===== src/rtl/qpp_pkg.sv =====
// Shared constants, types and per-size selectors for the QPP turbo-interleaver address stage.
// Selects between the two supported block sizes (K = 1056 and K = 6144).
package qpp_pkg;

   localparam int unsigned AW = 14;

   localparam int unsigned K_SMALL  = 1056;
   localparam int unsigned F1_SMALL = 17;
   localparam int unsigned F2_SMALL = 66;
   localparam int unsigned K_LARGE  = 6144;
   localparam int unsigned F1_LARGE = 263;
   localparam int unsigned F2_LARGE = 480;

   // Seeds of the recursion: g(0) = f1 + f2 and the constant increment of g is 2*f2.
   localparam int unsigned G0_SMALL = (F1_SMALL + F2_SMALL) % K_SMALL;
   localparam int unsigned DG_SMALL = 2 * F2_SMALL;
   localparam int unsigned G0_LARGE = (F1_LARGE + F2_LARGE) % K_LARGE;
   localparam int unsigned DG_LARGE = 2 * F2_LARGE;

   typedef logic [AW-1:0] word_t;

   typedef enum logic [1:0] {StIdle, StRun, StDone} state_e;

   function automatic word_t k_of(input logic k);
      return k ? word_t'(K_LARGE) : word_t'(K_SMALL);
   endfunction

   function automatic word_t g0_of(input logic k);
      return k ? word_t'(G0_LARGE) : word_t'(G0_SMALL);
   endfunction

   function automatic word_t dg_of(input logic k);
      return k ? word_t'(DG_LARGE) : word_t'(DG_SMALL);
   endfunction

endpackage


===== src/rtl/qpp_addr_gen_if.sv =====
// Index-in / address-out bundle of the QPP address stage.
// With QPP_BYPASS_EN defined the bundle also carries the bypass select.
interface qpp_addr_gen_if;
   import qpp_pkg::*;

`ifdef QPP_BYPASS_EN
   logic  bypass;
`endif
   logic  k;
   logic  start;
   logic  idx_valid;
   word_t idx;
   logic  addr_valid;
   word_t addr;
   logic  addr_last;
   logic  done;
   logic  err;

   modport master (
`ifdef QPP_BYPASS_EN
      output bypass,
`endif
      output k, start, idx_valid, idx,
      input  addr_valid, addr, addr_last, done, err
   );

   modport slave (
`ifdef QPP_BYPASS_EN
      input  bypass,
`endif
      input  k, start, idx_valid, idx,
      output addr_valid, addr, addr_last, done, err
   );

endinterface


===== src/rtl/qpp_mod_add.sv =====
// Combinational (a + b) mod m for operands already reduced below m.
// A single conditional subtract suffices because a + b < 2*m.
module qpp_mod_add
   import qpp_pkg::*;
(
   input  word_t a,
   input  word_t b,
   input  word_t m,
   output word_t sum
);

   logic [AW:0] raw;
   logic [AW:0] red;

   assign raw = {1'b0, a} + {1'b0, b};
   assign red = raw - {1'b0, m};
   assign sum = (raw >= {1'b0, m}) ? red[AW-1:0] : raw[AW-1:0];

endmodule


===== src/rtl/qpp_addr_gen.sv =====
// QPP interleaver address stage: pi(i) = (f1*i + f2*i^2) mod K via add-only recursion.
// Optional identity-address bypass is compiled in with QPP_BYPASS_EN.
module qpp_addr_gen
   import qpp_pkg::*;
(
   input  logic           clock,
   input  logic           reset,
   qpp_addr_gen_if.slave  bus
);

   state_e state_q, state_d;
   logic   k_q, k_d;
   word_t  pi_q, pi_d;
   word_t  g_q, g_d;
   word_t  exp_q, exp_d;
   logic   err_q, err_d;
   word_t  addr_q, addr_d;
   logic   addr_valid_q, addr_valid_d;
   logic   addr_last_q, addr_last_d;

   word_t  ksel;
   word_t  pi_next;
   word_t  g_next;
   logic   bypass;
   logic   is_last;

   assign ksel    = k_of(k_q);
   assign is_last = (bus.idx == ksel - 1'b1);

`ifdef QPP_BYPASS_EN
   assign bypass = bus.bypass;
`else
   assign bypass = 1'b0;
`endif

   qpp_mod_add u_pi_add (
      .a   (pi_q),
      .b   (g_q),
      .m   (ksel),
      .sum (pi_next)
   );

   qpp_mod_add u_g_add (
      .a   (g_q),
      .b   (dg_of(k_q)),
      .m   (ksel),
      .sum (g_next)
   );

   always_comb begin
      state_d      = state_q;
      k_d          = k_q;
      pi_d         = pi_q;
      g_d          = g_q;
      exp_d        = exp_q;
      err_d        = err_q;
      addr_d       = addr_q;
      addr_valid_d = 1'b0;
      addr_last_d  = 1'b0;

      // A start pulse wins over any index offered in the same cycle.
      if (bus.start) begin
         k_d     = bus.k;
         pi_d    = '0;
         g_d     = g0_of(bus.k);
         exp_d   = '0;
         err_d   = 1'b0;
         state_d = StRun;
      end else begin
         unique case (state_q)
            StRun: begin
               if (bus.idx_valid) begin
                  if (bus.idx == exp_q) begin
                     addr_d       = bypass ? bus.idx : pi_q;
                     addr_valid_d = 1'b1;
                     addr_last_d  = is_last;
                     pi_d         = pi_next;
                     g_d          = g_next;
                     exp_d        = exp_q + 1'b1;
                     if (is_last) begin
                        state_d = StDone;
                     end
                  end else begin
                     err_d = 1'b1;
                  end
               end
            end
            StIdle, StDone: begin
               // Indices are ignored; DONE absorbs the generator's repeated K-1.
            end
            default: state_d = StIdle;
         endcase
      end
   end

   always_ff @(posedge clock or negedge reset) begin
      if (!reset) begin
         state_q      <= StIdle;
         k_q          <= 1'b0;
         pi_q         <= '0;
         g_q          <= '0;
         exp_q        <= '0;
         err_q        <= 1'b0;
         addr_q       <= '0;
         addr_valid_q <= 1'b0;
         addr_last_q  <= 1'b0;
      end else begin
         state_q      <= state_d;
         k_q          <= k_d;
         pi_q         <= pi_d;
         g_q          <= g_d;
         exp_q        <= exp_d;
         err_q        <= err_d;
         addr_q       <= addr_d;
         addr_valid_q <= addr_valid_d;
         addr_last_q  <= addr_last_d;
      end
   end

   assign bus.addr       = addr_q;
   assign bus.addr_valid = addr_valid_q;
   assign bus.addr_last  = addr_last_q;
   assign bus.done       = (state_q == StDone);
   assign bus.err        = err_q;

endmodule

===== src/flat_wrapper.sv =====
// flat-port wrapper written by rule: the top's interface ports become plain ports
module qpp_addr_gen_flat import qpp_pkg::*;
  (clock, reset, bus_k, bus_start, bus_idx_valid, bus_idx, bus_addr_valid, bus_addr, bus_addr_last, bus_done, bus_err);
  qpp_addr_gen_if bus_i ();
  input  logic clock;
  input  logic reset;
  input wire logic [$bits(bus_i.k)-1:0] bus_k;
  input wire logic [$bits(bus_i.start)-1:0] bus_start;
  input wire logic [$bits(bus_i.idx_valid)-1:0] bus_idx_valid;
  input wire logic [$bits(bus_i.idx)-1:0] bus_idx;
  output wire logic [$bits(bus_i.addr_valid)-1:0] bus_addr_valid;
  output wire logic [$bits(bus_i.addr)-1:0] bus_addr;
  output wire logic [$bits(bus_i.addr_last)-1:0] bus_addr_last;
  output wire logic [$bits(bus_i.done)-1:0] bus_done;
  output wire logic [$bits(bus_i.err)-1:0] bus_err;
  assign bus_i.k = bus_k;
  assign bus_i.start = bus_start;
  assign bus_i.idx_valid = bus_idx_valid;
  assign bus_i.idx = bus_idx;
  assign bus_addr_valid = bus_i.addr_valid;
  assign bus_addr = bus_i.addr;
  assign bus_addr_last = bus_i.addr_last;
  assign bus_done = bus_i.done;
  assign bus_err = bus_i.err;
  qpp_addr_gen u_core (.clock(clock), .reset(reset), .bus(bus_i));
endmodule

===== config.mk =====
export PLATFORM = sky130hd
export DESIGN_NAME = qpp_addr_gen_flat
export DESIGN_NICKNAME = d
export VERILOG_FILES = /design/src/rtl/qpp_pkg.sv /design/src/rtl/qpp_addr_gen_if.sv /design/src/rtl/qpp_mod_add.sv /design/src/rtl/qpp_addr_gen.sv /design/src/flat_wrapper.sv
export SDC_FILE = /design/constraint.sdc
export NUM_CORES = 1
export LEC_CHECK = 0
export BUFFER_PORTS_ARGS = -buffer_cell sky130_fd_sc_hd__clkbuf_2
export CORE_MARGIN = 3
export CORE_UTILIZATION = 64
export DETAILED_ROUTE_END_ITERATION = 7
export PLACE_DENSITY = 0.85
export SYNTH_ARGS = -nofsm -noshare
export SYNTH_HDL_FRONTEND = slang
export SYNTH_SLANG_ARGS = --single-unit

===== constraint.sdc =====
create_clock -name clock -period 11.2 [get_ports clock]
set_input_delay 0.56 -clock clock [delete_from_list [all_inputs] [get_ports clock]]
set_output_delay 0.56 -clock clock [all_outputs]
set_load 0.01 [all_outputs]

==> PnR_summary.wiki <==
{| class="wikitable"
! Metric !! Value
|-
| Fin. Hold Viols || 0
|-
| Tcrit/Tclk final || a little over two fifths
|-
| Global-route wire length before repair || ~18000 µm
|-
| Overflow after GRT || 0
|-
| Crit Reg-Reg Endpoint || u_core.pi_q[6]
|-
| Worst-Margin Slew || approximately 0.85 ns
|-
| Area Growth Syn to Fin || 8.90%
|-
| HPWL reported at the end of detailed placement || between 7000 and 8000 µm
|-
| Largest cells by area after synthesis || dfrtp_1, ha_1, xnor2_1
|-
| Non-Filler Instances || about 600
|-
| Total core area || around 6500 µm²
|-
| Leading cell types in the layout, fill and taps excluded || dfrtp_1, nor2_1, nand2_1, clkbuf_2, a21oi_1
|-
| Sinks on the clock net || 61
|-
| H-Tree Depth || 3
|-
| Total Nets Final || roughly 570
|-
| Largest vdd supply drop || 0.0687 mV
|-
| Slowest stage cell, crit path || or4b_1
|-
| Data required time of the critical path || approximately 11 ns
|-
| Antenna violations before repair || 0
|-
| Worst Clk Skew || around 0.009 ns
|-
| Post-route setup TNS || 0 ns
|-
| Deepest clock path buffer count || 2
|-
| RePlAce Congestion || ~0.95
|-
| Count of inserted antenna diode cells || 0
|-
| Fin. max-slew vios || 0
|-
| Endpoints failing setup || 0
|-
| Maximum number of pins on one net before global-route repair || between 60 and 70
|-
| Number of input and output port buffers inserted || 36
|-
| Fraction of layout instances using a drive strength above 1 || 18.1%
|-
| Worst setup endpoint || u_core.pi_q[6]
|-
| Post-cts hold buffer count || 0
|-
| Pwr per Cell Area || 104 nW/µm²
|-
| Reg2reg start || u_core.g_q[0]
|-
| Arrival time reported for the critical path endpoint || roughly 5 ns
|-
| First drt pass iteration count || 5
|-
| Sequential share of the synthesized area || between 30% and 40%
|-
| Die Width || just under 90 µm
|-
| Number of DRC violations after detailed routing || 0
|-
| CP startpoint kind || flip-flop
|-
| Net Count, Synth || 536
|-
| Setup repair bufs after CTS || 0
|-
| Via count of the first global-routing pass || 3869
|-
| Routed via count divided by cell count || around 6.5
|-
| Number of flops mapped to enable cells by yosys || 0
|-
| Die area || about 8000 µm²
|-
| Iteration-0 DRC Markers || between 300 and 400
|-
| Peak per-stage delay on the critical path || 0.47 ns
|-
| Outcome || finished, final reports clean
|-
| Total of fill cells in the finished design || roughly 490
|-
| Setup crit start || u_core.g_q[0]
|-
| Most common cell after layout, fill and taps aside || dfrtp_1
|-
| CTS tree || done
|-
| Max Clock Freq || approximately 210 MHz
|-
| Element type at the critical path end || flip-flop
|-
| Worst Reg-to-Reg Cells || 19
|-
| Final wirelength || about 11000 µm
|-
| Vert. Die Dim || 89.5 µm
|-
| Ordered list of cells on the worst path || ha_1, inv_1, fa_1, nor2b_1, o31a_1, o22ai_2, o32ai_1, o21a_1, nor2_1, xnor2_1, ha_1, nand4_1, or4b_1, nor3_1, o211ai_1, o31a_1, nor3b_2, mux2_2, a211oi_1
|-
| Worst slew margin relative to its limit || 43.4%
|-
| DR WL/cell || about 18 µm
|-
| Share of async-settable or async-resettable flops after synthesis || 100%
|-
| Root buffer selected by CTS || clkbuf_8
|-
| Starting density of the core || about two thirds
|-
| Placed cells || slightly below 600
|-
| Global-route usage over all layers || 29.3%
|-
| Quantity of gates resized following cts || 0
|-
| Setup slack on the worst flop-to-flop path || around 6.4 ns
|-
| Time the final worst path needs with I/O delays and setup || between 4 and 5 ns
|-
| Number of unique standard cell types used by synthesis || 62
|-
| Post-Synthesis Cell Area || 4460 µm²
|-
| Number of synthesized register bits || 61
|-
| Dpl ws || 6.52 ns
|-
| Gate count of the mapped netlist || 486
|-
| Most frequently used flop master after synthesis || dfrtp_1
|-
| Number of rows in the core area || 29
|-
| Setup repair after global routing missed its margin || false
|-
| Max-cap violations || 0
|-
| Number of buffers created by CTS || 9
|-
| Maximum fanout along the worst path || 12
|-
| Final WS setup || approximately 6.4 ns
|-
| Worst-case hold slack || about 0.37 ns
|-
| Clock transition at the register clock pins on the worst setup and hold paths after CTS || 0.07 ns
|-
| Vias after detailed routing || about 3900
|-
| Remaining antenna violation count || 0
|-
| Dominant cell type by area after synthesis || dfrtp_1
|-
| Total power draw || 0.000504 W
|-
| Mapped Avg Cell Area || 9.17 µm²
|-
| Number of top-level pins || 37
|-
| Clk Latency, worst-skew pair || 0.35 ns
|-
| Yosys warns || 0
|-
| Fraction of post-synthesis cell area in the top cell type by area || around 34%
|-
| Class of the most critical setup path || flip-flop to flip-flop
|-
| Class of the tightest hold or removal check || input pin to async pin
|-
| Standby leakage power || about 2.1 nW
|}
## area by class of cell
| class | count | area, µm² | share of cell area (%) |
|---|---|---|---|
| Timing Repair Buffer | 39 | 203 | 4.18 |
| Inverter | 15 | 56.3 | 1.16 |
| Clock buffer | 9 | 124 | 2.55 |
| Multi-Input combinational cell | 389 | 2770 | 57.2 |
| Clock inverter | 7 | 73.8 | 1.52 |
| Tap cell | 77 | 96.3 | 1.99 |
| Sequential cell | 61 | 1530 | 31.5 |
## routing by layer
layer,track usage [%],wire length (µm)
met4,11.4,197
met2,47.8,5250
met5,0,0
met3,5.99,670
met1,38.3,4760
## power breakdown
group,internal (W),switching [W]
logic,0.0000308,0.0000476
clock network,0.000104,0.0000944
registers,0.000222,0.00000475
## cells by family (layout without fill, tap and decap cells)
| kind of cell | count (synthesis) | after routing | share of synthesized area [%] |
|---|---|---|---|
| fa+ha+maj | 31 | 31 | 8.87 |
| compound gates | 125 | 125 | 19.4 |
| buf+inv | 36 | 70 | 3.51 |
| xor+xnor | 50 | 50 | 10.3 |
| simple gates | 161 | 161 | 18.1 |
| mux | 22 | 22 | 5.53 |
| flops | 61 | 61 | 34.3 |
## synth_stat cells (all sizes together) (2+ instances only)
library cell	n
dfrtp	61
nor2	40
nand2	39
a21oi	34
ha	30
o21ai	30
xnor2	26
xor2	24
mux2	18
inv	15
nand4	15
clkbuf	13
nor3	13
a31oi	11
nand3	10
nor4	9
and3	8
buf	8
or3	8
a211oi	7
o21a	7
a21boi	5
a21o	5
o211ai	5
mux2i	4
nor2b	4
o31ai	4
a311oi	3
a41oi	3
nand2b	3
nor3b	3
nor4b	2
o21bai	2
o22ai	2
o31a	2
or2	2
## critical path, delay by kind of cell (launching register included)
kind            cells  cell delay [ns]
flops               1             0.42
mux                 1             0.31
xor+xnor            1             0.15
fa+ha+maj           3             1.00
compound gates      7             1.51
simple gates        6             1.25
buf+inv             1             0.07
## how the worst min path moves through the flow
stage               cells after the start  slack [ns]               start                   to
finish                                  2        0.37               reset   u_core.bus.addr[9]
detailed placement                      2        0.48  u_core.bus.addr[1]   u_core.bus.addr[1]
floorplan                               0        0.26               reset   u_core.bus.addr[0]
global placement                        2        0.47  u_core.bus.addr[1]   u_core.bus.addr[1]
CTS                                     2        0.40               reset      u_core.pi_q[10]
global route                            2        0.43               reset  u_core.bus.addr[12]
## sequential cells by signal (all words and copies together), names as in the netlist
| name | flops |
|---|---|
| u_core.bus.addr | 14 |
| u_core.bus.addr_last | 1 |
| u_core.bus.addr_valid | 1 |
| u_core.bus.err | 1 |
| u_core.exp_q | 14 |
| u_core.g_q | 13 |
| u_core.k_q | 1 |
| u_core.pi_q | 14 |
| u_core.state_q | 2 |
## metrics by stage
step / instance area (µm²) / utilization [%]
detailed placement: 4660 / 71.3
global placement: 4660 / 71.3
floorplan: 4460 / -
CTS: 4850 / 74.3
global route: 4850 / 74.3
finish: 4850 / 74.3
Note: power is estimated with default switching activity, not from simulation.
